`config.mk`:
```
export PLATFORM = sky130hd
export DESIGN_NAME = reaction_game_ctrl
export DESIGN_NICKNAME = d
export VERILOG_FILES = /design/src/rtl/reaction_game_ctrl.sv
export SDC_FILE = /design/constraint.sdc
export NUM_CORES = 1
export LEC_CHECK = 0
export ABC_AREA = 1
export CORE_UTILIZATION = 54
export DETAILED_ROUTE_END_ITERATION = 12
export GPL_ROUTABILITY_DRIVEN = 0
export PLACE_DENSITY = 0.77
export SETUP_SLACK_MARGIN = 0.4
export SYNTH_ARGS = -nofsm -noshare
export SYNTH_HDL_FRONTEND = slang
export SYNTH_SLANG_ARGS = --single-unit
```
`constraint.sdc`:
```
create_clock -name clk -period 1.5 [get_ports clk]
set_input_delay 0.3 -clock clk [delete_from_list [all_inputs] [get_ports clk]]
set_output_delay 0.3 -clock clk [all_outputs]
set_load 0.01 [all_outputs]
```
`src/rtl/reaction_game_ctrl.sv`:
```
// Reflex-game round sequencer: random pre-start wait, GO, BCD millisecond count, result/foul display.
// Optional best-time tracking is enabled by defining REACTION_BEST_EN.
module reaction_game_ctrl #(
    parameter int unsigned TICK_DIV       = 100000,
    parameter int unsigned MIN_WAIT_MS    = 1000,
    parameter int unsigned WAIT_RAND_BITS = 11
) (
    input  logic       clk,
    input  logic       rst,
    input  logic       start_btn,
    input  logic       react_btn,
    output logic [3:0] dig3,
    output logic [3:0] dig2,
    output logic [3:0] dig1,
    output logic [3:0] dig0,
    output logic       go_led,
    output logic       foul_led,
    output logic       timeout,
    output logic [2:0] state,
    output logic       new_best
);

    typedef enum logic [2:0] {
        S_IDLE   = 3'd0,
        S_WAIT   = 3'd1,
        S_GO     = 3'd2,
        S_RESULT = 3'd3,
        S_FOUL   = 3'd4
    } state_t;

    localparam int unsigned DIV_W     = (TICK_DIV > 1) ? $clog2(TICK_DIV) : 1;
    localparam logic [15:0] RAND_MASK = 16'((32'd1 << WAIT_RAND_BITS) - 32'd1);

    state_t             state_q;
    logic [2:0]         start_sync_q;
    logic [2:0]         react_sync_q;
    logic [15:0]        lfsr_q;
    logic [DIV_W-1:0]   div_q;
    logic [15:0]        wait_cnt_q;
    logic [15:0]        digits_q;
    logic               go_led_q;
    logic               foul_led_q;
    logic               timeout_q;

    logic               start_edge;
    logic               react_edge;
    logic               tick;
    logic [15:0]        lfsr_d;
    logic [15:0]        wait_load;
    logic [15:0]        digits_inc;
    logic [15:0]        idle_digits;

    // Index 1 is the second synchroniser stage; index 2 is its delayed copy for edge detection.
    assign start_edge = start_sync_q[1] & ~start_sync_q[2];
    assign react_edge = react_sync_q[1] & ~react_sync_q[2];
    assign tick       = (div_q == DIV_W'(TICK_DIV - 1));
    assign lfsr_d     = {1'b0, lfsr_q[15:1]} ^ (lfsr_q[0] ? 16'hB400 : 16'h0000);
    assign wait_load  = 16'(MIN_WAIT_MS) + (lfsr_q & RAND_MASK);

    always_comb begin
        logic carry;
        digits_inc = digits_q;
        carry      = 1'b1;
        for (int i = 0; i < 4; i++) begin
            if (carry) begin
                if (digits_q[4*i +: 4] == 4'd9) begin
                    digits_inc[4*i +: 4] = 4'd0;
                end else begin
                    digits_inc[4*i +: 4] = digits_q[4*i +: 4] + 4'd1;
                    carry                = 1'b0;
                end
            end
        end
    end

`ifdef REACTION_BEST_EN
    logic [13:0] best_q;
    logic        new_best_q;
    logic [13:0] time_bin;

    assign time_bin = 14'(digits_q[15:12]) * 14'd1000 + 14'(digits_q[11:8]) * 14'd100
                    + 14'(digits_q[7:4]) * 14'd10 + 14'(digits_q[3:0]);
    assign idle_digits = {4'(best_q / 14'd1000), 4'((best_q / 14'd100) % 14'd10),
                          4'((best_q / 14'd10) % 14'd10), 4'(best_q % 14'd10)};
    assign new_best = new_best_q;
`else
    assign idle_digits = 16'h0000;
    assign new_best    = 1'b0;
`endif

    always_ff @(posedge clk or negedge rst) begin
        if (!rst) begin
            state_q      <= S_IDLE;
            start_sync_q <= '0;
            react_sync_q <= '0;
            lfsr_q       <= 16'hACE1;
            div_q        <= '0;
            wait_cnt_q   <= '0;
            digits_q     <= '0;
            go_led_q     <= 1'b0;
            foul_led_q   <= 1'b0;
            timeout_q    <= 1'b0;
`ifdef REACTION_BEST_EN
            best_q       <= 14'd9999;
            new_best_q   <= 1'b0;
`endif
        end else begin
            start_sync_q <= {start_sync_q[1:0], start_btn};
            react_sync_q <= {react_sync_q[1:0], react_btn};
            lfsr_q       <= lfsr_d;
            div_q        <= tick ? '0 : div_q + 1'b1;
`ifdef REACTION_BEST_EN
            new_best_q   <= 1'b0;
`endif
            case (state_q)
                S_IDLE: begin
                    digits_q <= idle_digits;
                    if (start_edge) begin
                        state_q    <= S_WAIT;
                        wait_cnt_q <= wait_load;
                        div_q      <= '0;
                        digits_q   <= '0;
                    end
                end
                S_WAIT: begin
                    if (react_edge) begin
                        state_q    <= S_FOUL;
                        foul_led_q <= 1'b1;
                        digits_q   <= '0;
                    end else if (tick) begin
                        if (wait_cnt_q <= 16'd1) begin
                            state_q  <= S_GO;
                            go_led_q <= 1'b1;
                            div_q    <= '0;
                            digits_q <= '0;
                        end else begin
                            wait_cnt_q <= wait_cnt_q - 16'd1;
                        end
                    end
                end
                S_GO: begin
                    if (react_edge) begin
                        state_q  <= S_RESULT;
                        go_led_q <= 1'b0;
`ifdef REACTION_BEST_EN
                        if (time_bin < best_q) begin
                            best_q     <= time_bin;
                            new_best_q <= 1'b1;
                        end
`endif
                    end else if (tick) begin
                        // The tick that would roll past 9999 saturates instead and ends the round.
                        if (digits_q == 16'h9999) begin
                            state_q   <= S_RESULT;
                            go_led_q  <= 1'b0;
                            timeout_q <= 1'b1;
                        end else begin
                            digits_q <= digits_inc;
                        end
                    end
                end
                S_RESULT, S_FOUL: begin
                    if (start_edge) begin
                        state_q    <= S_WAIT;
                        foul_led_q <= 1'b0;
                        timeout_q  <= 1'b0;
                        wait_cnt_q <= wait_load;
                        div_q      <= '0;
                        digits_q   <= '0;
                    end
                end
                default: state_q <= S_IDLE;
            endcase
        end
    end

    assign state    = state_q;
    assign dig3     = digits_q[15:12];
    assign dig2     = digits_q[11:8];
    assign dig1     = digits_q[7:4];
    assign dig0     = digits_q[3:0];
    assign go_led   = go_led_q;
    assign foul_led = foul_led_q;
    assign timeout  = timeout_q;

endmodule

```
== Yosys cells after proc, flatten, opt, wreduce, memory -nomap -nowiden ==
Index checks and enable logic that the tools add are counted.

* Flip-flop bits (word level): 77

* Bitwise operators: 5
* Reduce and logical (&&, ||, !) cells: 17
* Equality and inequality tests: 28
* Multiplexer cells: 54
* Add/sub/neg operators: 7
* Order comparisons: 1

{| class="wikitable"
|+ Operators with widths
! kind !! number
|-
| $mux 16 || 12
|-
| $mux 17 || 5
|-
| $pmux 16 s4 || 1
|-
| $pmux 17 s2 || 1
|-
| $pmux 16 s2 || 1
|-
| $mux 4 || 7
|-
| $ne 2x2->1 const B || 13
|-
| $reduce_and 8->1 || 3
|-
| $mux 3 || 7
|-
| $add 17x1->17 const B || 1
|-
| $eq 17x17->1 const B || 1
|-
| $add 4x1->4 const B || 4
|-
| $eq 16x16->1 const B || 1
|-
| $eq 4x4->1 const B || 4
|-
| $le 16x1->1 const B || 1
|-
| $mux 1 || 16
|-
| $sub 16x1->16 const B || 1
|-
| $xor 15x16->16 || 1
|-
| $reduce_and 5->1 || 3
|-
| $add 10x11->12 const A || 1
|-
| $ne 3x3->1 const B || 4
|-
| $pmux 3 s3 || 1
|-
| $reduce_bool 2->1 || 4
|-
| $reduce_and 7->1 || 1
|-
| 13 further kinds || 18
|}

== Depth between registers and ports, before layout ==
* Word-level depth: 9
* Gate-level depth with buffers: 13
* Mapped depth without buffers: 12

== Least setup slack after synthesis ==
Ideal clock, no wire load.

* Path type: register to register
* Start point: register digits_q[5]
* End point: register digits_q[12]
* Arrival time: 1556 ps
* Library setup time: 117 ps
* Cell stages (with the launch flop): 12
* Slack: -173 ps
* Path through: dfrtp_1 > inv_1 > ha_1 > nand2_1 > nor2_1 > nand2_1 > o21ai_0 > nand2_1 > nor2_2 > nand2_1 > nand2_1 > nand2_1

* Cells in the longest elaborated chain, start to end: 6
* Elaborated cells on any way between the ends: 8
* Classes of those cells: eq/ne (4); mux (3); reduce/logical (1)

{| class="wikitable"
|+ RTL lines
! element !! RTL line !! text
|-
| start: declaration || 40 || <nowiki>logic [15:0] digits_q;</nowiki>
|-
| start signal: assignment || 117 || <nowiki>digits_q <= idle_digits;</nowiki>
|-
| start signal: assignment || 158 || <nowiki>digits_q <= digits_inc;</nowiki>
|-
| $eq 4x4->1 || 66 || <nowiki>if (digits_q[4*i +: 4] == 4'd9) begin</nowiki>
|-
| $mux 1 || 66 ||
|-
| $mux 1 (2 in a row) || 65 || <nowiki>if (carry) begin</nowiki>
|-
| $ne 2x2->1 (no source line) || -- ||
|-
| $reduce_and 8->1 (no source line) (*) || -- ||
|}

Mark *: on every way between the ends. The rest lies on a longest branch, timed or not.
A chain may end at the register's enable or synchronous reset.

== Worst setup path after layout ==
* Start point: register wait_cnt_q[6]
* End point: register digits_q[3]

* Cells in the longest elaborated chain, start to end: 3

{| class="wikitable"
|+ RTL lines
! element !! RTL line !! text
|-
| start: declaration || 39 || <nowiki>logic [15:0] wait_cnt_q;</nowiki>
|-
| start signal: assignment || 120 || <nowiki>wait_cnt_q <= wait_load;</nowiki>
|-
| start signal: assignment || 137 || <nowiki>wait_cnt_q <= wait_cnt_q - 16'd1;</nowiki>
|-
| start signal: assignment || 167 || <nowiki>wait_cnt_q <= wait_load;</nowiki>
|-
| $le 16x1->1 || 131 || <nowiki>if (wait_cnt_q <= 16'd1) begin</nowiki>
|-
| $ne 3x3->1 (no source line) || -- ||
|-
| $reduce_and 7->1 (no source line) || -- ||
|}

Every way passes these cells.

==> impl_results.html <==
<table>
<tr><th>Metric</th><th>Value</th></tr>
<tr><th colspan="2">Synth</th></tr>
<tr><td>Largest cells by area after synthesis</td><td>dfrtp_1, nand2_1, nor2_1, inv_1, dfstp_2</td></tr>
<tr><td>Number of warning messages in the yosys log</td><td>0</td></tr>
<tr><td>Seq/Total Area, Yosys</td><td>between 40 and 50%</td></tr>
<tr><td>Post-synthesis instance total</td><td>581</td></tr>
<tr><td>Ranking of synthesized cells by instance count</td><td>nand2_1, nor2_1, dfrtp_1</td></tr>
<tr><td>Library cell occupying the most area in the post-synthesis netlist</td><td>dfrtp_1</td></tr>
<tr><td>Fraction of synthesized cell area taken by the top area cell type</td><td>39.90%</td></tr>
<tr><td>Proportion of register bits with asynchronous set or reset after synthesis</td><td>100.0%</td></tr>
<tr><td>Library cell with the highest instance count after synthesis</td><td>nand2_1</td></tr>
<tr><td>Post-synth cell types</td><td>35</td></tr>
<tr><td>Synth Flop Type</td><td>dfrtp_1</td></tr>
<tr><td>Net count of the mapped netlist</td><td>597</td></tr>
<tr><td>Mapped cell area</td><td>about 0.0043 mm^2</td></tr>
<tr><td>Number of synthesized register bits</td><td>77</td></tr>
<tr><td>Average cell area after synthesis</td><td>7.449 um^2</td></tr>
<tr><td>EDFF count, synth</td><td>0</td></tr>
<tr><th colspan="2">Min path</th></tr>
<tr><td>Hold crit path type</td><td>reg -&gt; reg</td></tr>
<tr><td>Hold Path Stages</td><td>0</td></tr>
<tr><th colspan="2">Worst setup path</th></tr>
<tr><td>Type of the worst setup path</td><td>reg -&gt; reg</td></tr>
<tr><td>Critical path startpoint category</td><td>flip-flop</td></tr>
<tr><td>Cell type with the highest occurrence count on the critical path</td><td>nand2_1</td></tr>
<tr><td>Cell-by-cell listing of the critical path</td><td>nor2_1 &gt; nand2_1 &gt; inv_2 &gt; nand2_1 &gt; nor2_2 &gt; nand2_2 &gt; nand2_4 &gt; nand2_4 &gt; nor2_4 &gt; nand2_1 &gt; nand2_1</td></tr>
<tr><td>Depth of the critical timing path with buffers and inverters included</td><td>11</td></tr>
<tr><td>Endpoint class of the critical path</td><td>flip-flop</td></tr>
<tr><td>Setup crit start</td><td>wait_cnt_q[6]</td></tr>
<tr><td>Worst path buffer plus inverter count</td><td>1</td></tr>
<tr><td>Delay-heaviest family, CP</td><td>simple AND/OR/NAND/NOR gates</td></tr>
<tr><td>Reg2Reg Capture Point</td><td>digits_q[3]</td></tr>
<tr><td>R2R cell count</td><td>11</td></tr>
<tr><td>Data required time at the worst endpoint</td><td>1810 ps</td></tr>
<tr><td>Signal arrival time at the worst endpoint</td><td>approximately 2300 ps</td></tr>
<tr><td>Maximum fanout count along the critical path</td><td>5</td></tr>
<tr><td>Reg-to-reg setup timing slack</td><td>-530 ps</td></tr>
<tr><td>Max incr delay on CP</td><td>between 400 and 500 ps</td></tr>
<tr><td>Origin of the critical flop-to-flop path</td><td>wait_cnt_q[6]</td></tr>
<tr><td>Last element of the critical path</td><td>digits_q[3]</td></tr>
<tr><td>Highest-delay cell along the critical path</td><td>dfrtp_1</td></tr>
<tr><th colspan="2">Timing</th></tr>
<tr><td>Minimum clock period after layout</td><td>2028 ps</td></tr>
<tr><td>Final hold violation count</td><td>0</td></tr>
<tr><td>Setup repair after global routing missed its margin</td><td>yes</td></tr>
<tr><td>Final-layout setup total negative slack</td><td>-17090 ps</td></tr>
<tr><td>Achievable Freq</td><td>approximately 0.49 GHz</td></tr>
<tr><td>Post-route fraction of the period consumed by the critical path</td><td>135.2%</td></tr>
<tr><td>Fin Clk Skew</td><td>around 17 ps</td></tr>
<tr><td>Least setup slack across all paths after layout</td><td>-528.4 ps</td></tr>
<tr><td>Final-report max-slew violation count</td><td>0</td></tr>
<tr><td>Setup violations, final</td><td>51</td></tr>
<tr><th colspan="2">Finish</th></tr>
<tr><td>Fraction of layout cells with a size suffix above 1</td><td>43.35%</td></tr>
<tr><td>Ant diodes</td><td>0</td></tr>
<tr><td>Layout Nets</td><td>roughly 760</td></tr>
<tr><td>Layout Area Growth over Synthesis</td><td>55.65%</td></tr>
<tr><td>Final std cells w/o fill</td><td>854</td></tr>
<tr><td>Number of inserted filler cells in the final layout</td><td>between 300 and 400</td></tr>
<tr><th colspan="2">Flow run</th></tr>
<tr><td>Number of violations of the max-capacitance limit</td><td>0</td></tr>
<tr><th colspan="2">Routing</th></tr>
<tr><td>Number of iterations in the first detailed-routing pass</td><td>9</td></tr>
<tr><td>Mean routed wirelength per cell</td><td>between 20 and 25 um</td></tr>
<tr><td>Via density per instance</td><td>6.105</td></tr>
<tr><td>Detailed-route DRC error count</td><td>0</td></tr>
<tr><td>Total detailed-routing wirelength</td><td>17740 um</td></tr>
<tr><td>Post-route ant nets</td><td>0</td></tr>
<tr><td>Via count of the routed design</td><td>approximately 5200</td></tr>
<tr><td>DRC violation total after the first TritonRoute iteration</td><td>around 760</td></tr>
<tr><th colspan="2">Clock tree</th></tr>
<tr><td>Root buf cell</td><td>clkbuf_8</td></tr>
<tr><td>CTS H-tree lvls</td><td>3</td></tr>
<tr><td>CTS tree</td><td>done</td></tr>
<tr><td>Clock input transition at the sequential cells of the worst setup and hold paths</td><td>100 ps</td></tr>
<tr><td>Sinks on the clock net</td><td>slightly below 80</td></tr>
<tr><td>CTS Buf Count</td><td>9</td></tr>
<tr><td>Clock latency on the worst-skew pair</td><td>370 ps</td></tr>
<tr><td>Clock buffer depth</td><td>2</td></tr>
<tr><th colspan="2">Pwr</th></tr>
<tr><td>Maximum VDD drop</td><td>0.0008272 V</td></tr>
<tr><td>Power per cell area</td><td>between 1500 and 2000 mW/mm^2</td></tr>
<tr><td>Leakage dissipation</td><td>around 3.5 nW</td></tr>
<tr><th colspan="2">Floorplanning</th></tr>
<tr><td>Die height</td><td>about 92 um</td></tr>
<tr><td>Total Die Area</td><td>around 0.0084 mm^2</td></tr>
<tr><td>Placeable Area</td><td>around 0.0077 mm^2</td></tr>
<tr><td>Initial core utilization</td><td>approximately 56%</td></tr>
<tr><td>Standard-cell row count</td><td>32</td></tr>
<tr><td>Number of placed I/O pins</td><td>27</td></tr>
<tr><td>Chip width</td><td>91.53 um</td></tr>
<tr><th colspan="2">GRT</th></tr>
<tr><td>Wire length of the first global-routing pass</td><td>20020 um</td></tr>
<tr><td>Overall Global Routing Usage</td><td>30.13%</td></tr>
<tr><td>Number of global-route vias before repair</td><td>4402</td></tr>
<tr><td>Total grt overflow</td><td>0</td></tr>
<tr><td>Number of antenna violations at the first check in global routing</td><td>0</td></tr>
<tr><td>Largest net degree at the start of global routing</td><td>78</td></tr>
<tr><th colspan="2">Outcome</th></tr>
<tr><td>Violations in the final reports</td><td>setup timing</td></tr>
<tr><td>Status</td><td>complete, but fails checks</td></tr>
<tr><th colspan="2">Placed design</th></tr>
<tr><td>Count of input and output buffers</td><td>25</td></tr>
<tr><td>Inst Count DP</td><td>between 700 and 800</td></tr>
<tr><td>Post-place setup slack</td><td>-217.4 ps</td></tr>
<tr><td>Detailed placement HPWL</td><td>7349 um</td></tr>
</table>
sequential cells by signal, summed over array words and instances, names as in the netlist:
register / cells
digits_q: 16
wait_cnt_q: 16
state: 3
timeout: 1
react_sync_q: 3
foul_led: 1
start_sync_q: 3
go_led: 1
div_q: 17
lfsr_q: 16
power by group:
group	leakage, nW	internal [W]	switching (W)
clock	0.120	0.00103	0.000874
combinational	2.36	0.00254	0.00392
sequential	1.00	0.00239	0.000286
total	3.48	0.00596	0.00508
worst min path at each step:
stage / start / endpoint / slack [ps]
3_5_place_dp: lfsr_q[12] / lfsr_q[11] / 340
5_1_grt: start_btn / start_sync_q[0] / 360
4_1_cts: lfsr_q[12] / lfsr_q[11] / 360
6_report: lfsr_q[12] / lfsr_q[11] / 360
2_1_floorplan: rst / digits_q[0] / 4
3_3_place_gp: lfsr_q[12] / lfsr_q[11] / 340
layer usage:
| layer | GRT usage (%) | wire length, um |
|---|---|---|
| met2 | 53.13 | 8589 |
| met5 | 0 | 0 |
| met4 | 12.43 | 1543 |
| met3 | 5.276 | 1804 |
| met1 | 36.15 | 5801 |
cell families (layout without fill, tap and decap cells):
family | Yosys count | after routing | share of synthesized area [%]
flip-flops | 77 | 77 | 44.75
other | 1 | 1 | 0.08665
AND/OR/NAND/NOR | 347 | 349 | 33.25
AO/OA/AOI/OAI | 42 | 42 | 5.695
buffers and inverters | 73 | 242 | 6.880
XOR/XNOR | 29 | 29 | 5.869
adder cells (fa/ha/maj) | 12 | 12 | 3.469
cell usage in the layout, fill, tap and decap left out, types with 4 or more instances in the layout:
master    count
inv_4         4
nand2_2      34
nor2_1       62
nand3_4       5
inv_2        11
clkbuf_8     11
inv_1        48
buf_4        98
nor2_2       14
buf_12        5
o21ai_1      10
xor2_1       20
xnor2_1       8
nand3_2      18
nor2_4        9
nand4_1       4
ha_1          7
nor3_2        5
dfrtp_1      66
nand2_1     148
nand3_1      18
buf_2         5
buf_6        50
dfstp_2       8
nand2_4      13
nor3_1       11
o21ai_2       4
o21ai_0      11
through the flow:
step                      instance area [um^2]  hold WS [ps]  utilization (%)  total power [W]
final                                     6736         364.4            87.18          0.01103
after global routing                      6736         356.3            87.18          0.01136
after CTS                                 6215         359.4            80.42         0.009364
after detailed placement                  5515         344.6            71.37         0.006853
after global placement                    5515         340.7            71.37         0.006706
after floorplan                           4491         4.409                -         0.005318
cell type report:
| cell class | instances | area, um^2 | share of cell area [%] |
|---|---|---|---|
| repair buffers | 161 | 1454 | 21.58 |
| inverters | 65 | 262.8 | 3.900 |
| clock inverters | 5 | 82.58 | 1.226 |
| well taps | 102 | 127.6 | 1.894 |
| multi-input cells | 433 | 2718 | 40.34 |
| flip-flops and latches | 77 | 1941 | 28.81 |
| clock buffers | 11 | 151.4 | 2.247 |
timing repair:
action,4_1_cts,5_1_grt
endpoints found under the setup margin,77,77
gates cloned,2,1
resized for setup,175,98
hold buffers,1,0
setup buffers,25,18
pin swaps,24,31
endpoints found under the hold margin,69,0
Note: power is estimated with default switching activity, not from simulation.
